--- config.mk ---
export PLATFORM = sky130hd
export DESIGN_NAME = sub_accum
export DESIGN_NICKNAME = d
export VERILOG_FILES = /design/src/rtl/sub_accum_pkg.sv /design/src/rtl/sub_accum_add.sv /design/src/rtl/sub_accum.sv
export SDC_FILE = /design/constraint.sdc
export NUM_CORES = 1
export LEC_CHECK = 0
export BUFFER_PORTS_ARGS = -buffer_cell sky130_fd_sc_hd__buf_2
export CORE_MARGIN = 2
export CORE_UTILIZATION = 28
export CTS_CLUSTER_DIAMETER = 120
export CTS_CLUSTER_SIZE = 28
export DETAILED_ROUTE_END_ITERATION = 7
export HOLD_SLACK_MARGIN = 0.03
export PLACE_DENSITY = 0.55
export SLEW_MARGIN = 15
export SYNTH_ARGS = -nofsm -noshare
export SYNTH_HDL_FRONTEND = slang
export SYNTH_HIERARCHICAL = 1
export SYNTH_SLANG_ARGS = --single-unit
--- constraint.sdc ---
create_clock -name clk -period 2.1 [get_ports clk]
set_input_delay 0.315 -clock clk [delete_from_list [all_inputs] [get_ports clk]]
set_output_delay 0.315 -clock clk [all_outputs]
set_load 0.01 [all_outputs]
--- src/rtl/sub_accum_pkg.sv ---
`default_nettype none
// +-----------------------------------------------------------------------------
// | sub_accum_pkg : shared types, sample width and counter sizing for sub_accum
// | Revision      : 1.0
// +-----------------------------------------------------------------------------
package sub_accum_pkg;

   typedef enum logic [1:0] {
      IDLE  = 2'd0,
      ACCUM = 2'd1,
      HOLD  = 2'd2
   } state_t;

   localparam int SAMPLE_W = 4;

   function automatic int count_w(input int block_len);
      return $clog2(block_len + 1);
   endfunction

endpackage
`default_nettype wire

--- src/rtl/sub_accum_add.sv ---
`default_nettype none
// +-----------------------------------------------------------------------------
// | sub_accum_add : widen one 4-bit sample (sign- or zero-extend) and add it to
// |                 the accumulator; clamps and flags overflow under SUB_ACCUM_SAT_EN
// | Revision      : 1.0
// +-----------------------------------------------------------------------------
module sub_accum_add
   import sub_accum_pkg::*;
#(
   parameter int ACC_W     = 12,
   parameter bit IS_SIGNED = 1'b1
) (
   input  logic [ACC_W-1:0]    acc,
   input  logic [SAMPLE_W-1:0] sample,
   output logic [ACC_W-1:0]    sum,
   output logic                clamp
);

   logic [ACC_W-1:0] ext;

   generate
      if (IS_SIGNED) begin : g_sext
         assign ext = {{(ACC_W-SAMPLE_W){sample[SAMPLE_W-1]}}, sample};
      end else begin : g_zext
         assign ext = {{(ACC_W-SAMPLE_W){1'b0}}, sample};
      end
   endgenerate

`ifdef SUB_ACCUM_SAT_EN
   logic [ACC_W:0] wide;

   generate
      if (IS_SIGNED) begin : g_sat_s
         // One guard bit: disagreement with the MSB means the true sign (bit ACC_W) was lost.
         assign wide  = {acc[ACC_W-1], acc} + {ext[ACC_W-1], ext};
         assign clamp = wide[ACC_W] ^ wide[ACC_W-1];
         assign sum   = !clamp      ? wide[ACC_W-1:0] :
                        wide[ACC_W] ? {1'b1, {(ACC_W-1){1'b0}}} :
                                      {1'b0, {(ACC_W-1){1'b1}}};
      end else begin : g_sat_u
         assign wide  = {1'b0, acc} + {1'b0, ext};
         assign clamp = wide[ACC_W];
         assign sum   = clamp ? {ACC_W{1'b1}} : wide[ACC_W-1:0];
      end
   endgenerate
`else
   assign sum   = acc + ext;
   assign clamp = 1'b0;
`endif

endmodule
`default_nettype wire

--- src/rtl/sub_accum.sv ---
`default_nettype none
// +-----------------------------------------------------------------------------
// | sub_accum : accumulates BLOCK_LEN signed/unsigned sample pairs and presents
// |             both sums on a registered valid/ready port (option: SUB_ACCUM_SAT_EN)
// | Revision  : 1.0
// +-----------------------------------------------------------------------------
module sub_accum
   import sub_accum_pkg::*;
#(
   parameter int ACC_W     = 12,
   parameter int BLOCK_LEN = 8
) (
   input  logic                    clk,
   input  logic                    rst_n,
   input  logic                    in_valid,
   output logic                    in_ready,
   input  logic signed [3:0]       as,
   input  logic [3:0]              bs,
   output logic                    out_valid,
   input  logic                    out_ready,
   output logic signed [ACC_W-1:0] sum_as,
   output logic [ACC_W-1:0]        sum_bs,
   output logic                    ovf
);

   localparam int               CNT_W    = count_w(BLOCK_LEN);
   localparam logic [CNT_W-1:0] LAST_CNT = CNT_W'(BLOCK_LEN - 1);

   state_t                    state_q, state_d;
   logic [CNT_W-1:0]          count_q, count_d;
   logic signed [ACC_W-1:0]   sum_as_q, sum_as_d;
   logic [ACC_W-1:0]          sum_bs_q, sum_bs_d;
   logic                      ovf_q, ovf_d;
   logic                      out_valid_q, out_valid_d;

   logic [ACC_W-1:0]          add_as, add_bs;
   logic                      clamp_as, clamp_bs;
   logic                      accept;

   sub_accum_add #(.ACC_W(ACC_W), .IS_SIGNED(1'b1)) u_add_as (
      .acc    (sum_as_q),
      .sample (as),
      .sum    (add_as),
      .clamp  (clamp_as)
   );

   sub_accum_add #(.ACC_W(ACC_W), .IS_SIGNED(1'b0)) u_add_bs (
      .acc    (sum_bs_q),
      .sample (bs),
      .sum    (add_bs),
      .clamp  (clamp_bs)
   );

   assign in_ready = (state_q != HOLD);
   assign accept   = in_valid && in_ready;

   always_comb begin
      state_d     = state_q;
      count_d     = count_q;
      sum_as_d    = sum_as_q;
      sum_bs_d    = sum_bs_q;
      ovf_d       = ovf_q;
      out_valid_d = out_valid_q;
      case (state_q)
         IDLE, ACCUM: begin
            // IDLE has count 0, so a single compare also covers BLOCK_LEN == 1.
            if (accept) begin
               sum_as_d = add_as;
               sum_bs_d = add_bs;
               ovf_d    = ovf_q | clamp_as | clamp_bs;
               count_d  = count_q + 1'b1;
               if (count_q == LAST_CNT) begin
                  state_d     = HOLD;
                  out_valid_d = 1'b1;
               end else begin
                  state_d = ACCUM;
               end
            end
         end
         HOLD: begin
            if (out_ready) begin
               state_d     = IDLE;
               count_d     = '0;
               sum_as_d    = '0;
               sum_bs_d    = '0;
               ovf_d       = 1'b0;
               out_valid_d = 1'b0;
            end
         end
         default: begin
            state_d     = IDLE;
            count_d     = '0;
            sum_as_d    = '0;
            sum_bs_d    = '0;
            ovf_d       = 1'b0;
            out_valid_d = 1'b0;
         end
      endcase
   end

   always_ff @(posedge clk) begin
      if (!rst_n) begin
         state_q     <= IDLE;
         count_q     <= '0;
         sum_as_q    <= '0;
         sum_bs_q    <= '0;
         ovf_q       <= 1'b0;
         out_valid_q <= 1'b0;
      end else begin
         state_q     <= state_d;
         count_q     <= count_d;
         sum_as_q    <= sum_as_d;
         sum_bs_q    <= sum_bs_d;
         ovf_q       <= ovf_d;
         out_valid_q <= out_valid_d;
      end
   end

   assign out_valid = out_valid_q;
   assign sum_as    = sum_as_q;
   assign sum_bs    = sum_bs_q;
   assign ovf       = ovf_q;

endmodule
`default_nettype wire

==> flow_summary.ini <==
[layout]
fillers = 822
antenna_cells = 0
drive_gt1_frac = 0.313
syn2layout_area_growth_pct = 19.6
final_cell_mix = buf_2 (38), nand2_1 (33), dfxtp_1 (31)
finalNonFillerCells = 402
multi_input_area_mm2 = 0.00155
seq_area_um2 = 642
post-route-util = 0.348
final_common_cell = buf_2
final_cell_area_mm2 = 0.00272
nNetsFinal = 329

[synthesis]
async_flop_share = 0
netlist_area_mm2 = 0.00227
synth_seq_cells = 32
yosys_warnings = 6
synth-edff-count = 0
yosysUniqueCellTypes = 49
synth_nets = 287
synth-main-ff-cell = dfxtp_1
netlist_instances = 257
yosysSeqAreaShare = 0.282
syn_area_per_cell_um2 = 8.85

[worst_setup_path]
timing.rr.start = sum_as[0]
cp_top_family = compound AO/OA/AOI/OAI gates
cp-start-kind = register
crit_type = reg2reg
r2r_end = sum_as[8]
crit_path_cell_trace = ha_4, fa_2, a211oi_2, nor2_1, o21a_1, o41a_1, xor2_1, nand4b_1, o21ai_1
path_max_fanout = 2
worst-path-buf-inv = 0
r2r_cells = 9
worstPathArrival_ns = 2.26
r2r_setup_slack_ns = 0.008
slowest_delay_ns = 0.36
slowest_stage = fa_2
endpoint_kind = register
critical_path_required_ns = 2.27
cp.depth = 9

[floorplanning]
die_w_um = 94.1
fp.dieH_um = 94.1
start_util = 0.291
core.rowCount = 32
io_pins = 39
dieArea_mm2 = 0.00886
core_area_mm2 = 0.00781

[worst_hold_path]
hold-path-endpoint = sum_bs[0]
holdCritStartpoint = bs[0]
hold_path.class = in2reg
whs_path_depth = 4

[sta]
fin_worst_skew_ns = 0.00729
fin_crit_ns = 2.09
fin_crit_sh = 0.996
slew_violations = 0
final_hold_viol_count = 0
rsz0062_at_grt = true
finalSetupViolCount = 0
clock.fmax_mhz = 478

[placement]
place.detailed.hpwl_mm = 3.76
dp_cells = 394
place.gp.congestion = 0.797
placed_cell_area_mm2 = 0.00261
portBuffers = 38

[clocking]
cts.sinks = 32
insertion_delay_ns = 0.28
cts_root_buffer = clkbuf_8
cts_tree = built
cts_inserted_buffers = 5
clk_pin_slew_ns = 0.07
clockBufferDepth = 2
cts_max_level = 2
post_cts_buffers = 0

[power_and_ir_drop]
p_int_mw = 1.18
p_clk_frac = 0.283
p_sw_frac = 0.333
p_sw_mw = 0.590
power_density_mw_per_mm2 = 652
pwr-share-seq = 0.399
p_leak_nw = 1.14
max-vdd-ir-drop_mv = 0.202
power_frac_comb = 0.318

[drt]
vias = 1945
via_per_inst = 4.84
drt_first_iter_violations = 48
avgRoutedWirePerCell_um = 12.8
first_pass_iters = 4
ant_nets = 0
drc = 0
drt_wl_total_mm = 5.16

[global_route]
grtUsageTotal = 0.121
grt_max_degree = 32
grt_pass1_vias = 1828
grt_pass1_wl_mm = 8.57
overflow = 0
antenna_found_initial = 0

[run_status]
status = completed

[run]
drv_cap = 0
==> routing by layer <==
metal,vias up,global-route usage,part of all wire
met5,-,0,0
met4,0,0.0399,0.014
met3,6,0.0265,0.030
met2,23,0.204,0.47
met1,910,0.154,0.49
li1,1006,-,-
==> worst register-to-register path: stages, from the launching register on <==
cell and delay [ns]:
dfxtp_2 0.34, ha_4 0.16, fa_2 0.36, a211oi_2 0.22, nor2_1 0.09, o21a_1 0.19
o41a_1 0.32, xor2_1 0.14, nand4b_1 0.09, o21ai_1 0.06
==> area by class of cell <==
type | instances | area share
repair buffers | 52 | 0.109
well taps | 102 | 0.0469
flip-flops and latches | 32 | 0.236
inverters | 4 | 0.00552
clock inverters | 2 | 0.00368
multi-input cells | 204 | 0.569
clock buffers | 6 | 0.0304
==> per-stage QoR <==
stage	hold WS (ns)	setup WS [ns]	power [mW]	setup TNS (ns)
global placement	0.455	-0.100	1.27	-0.163
global route	0.449	-0.136	1.89	-0.386
floorplan	0.469	0.000259	1.12	0
finish	0.436	0.00800	1.77	0
detailed placement	0.474	-0.127	1.28	-0.281
CTS	0.426	-0.00740	1.79	-0.00740
==> registers in the layout, indices dropped and copies added, names as in the netlist <==
register   cells
count_q        4
out_valid      1
ovf            1
state_q        2
sum_as        12
sum_bs        12
==> Yosys cell counts, types with 2 or more instances <==
library cell  count  area (um^2)
clkbuf_1          7         26.3
a21o_1            4         30.0
buf_6             3         33.8
xnor2_1          13          114
inv_1             4         15.0
dfxtp_1          32          641
buf_4             3         22.5
buf_2             3         15.0
o21ai_0          13         65.1
a211oi_1          3         22.5
fa_1              2         40.0
nor3_1            4         20.0
nand2_1          33          124
conb_1            2         7.51
o21ai_2          20          175
a21oi_1          10         50.1
o21a_1            2         15.0
or3_1             3         18.8
nor2_1           12         45.0
xor2_1            7         61.3
nand4_1           3         18.8
nand4b_1         25          219
ha_1             16          200
and2_1            5         31.3
and3_1            3         18.8
nand2b_1          2         12.5
==> worst max path at each step <==
stage                   start         to  slack, ns
detailed placement      as[0]  sum_as[8]      -0.13
global placement        as[0]  sum_as[8]      -0.10
CTS                 sum_as[0]  sum_as[8]     -0.007
floorplan           sum_as[0]  sum_as[8]     0.0003
finish              sum_as[0]  sum_as[8]      0.008
global route        sum_as[0]  sum_as[8]      -0.14
==> cells by family (layout without fill, tap and decap cells) <==
group                    Yosys count  count (layout)  synth area share
AO/OA/AOI/OAI                     64              64             0.213
adder cells (fa/ha/maj)           18              18             0.106
flip-flops                        32              32             0.282
buffers and inverters             21              64            0.0512
multiplexers                       1               1           0.00440
XOR/XNOR                          20              20            0.0770
AND/OR/NAND/NOR                   99              99             0.264
other                              2               2           0.00330
==> power by group through the flow <==
stage | logic (mW) | registers (mW) | clock network, mW
finish | 0.563 | 0.707 | 0.502
global route | 0.630 | 0.717 | 0.541
CTS | 0.563 | 0.709 | 0.521
detailed placement | 0.558 | 0.721 | 0
global placement | 0.551 | 0.721 | 0
floorplan | 0.383 | 0.733 | 0
==> what timing repair did <==
item	4_1_cts	5_1_grt
resized for setup	3	2
endpoints found under the setup margin	2	7
hold buffers	0	0
pin swaps	2	3
gates cloned	0	0
No activity file was read; power rests on OpenSTA's default activity.
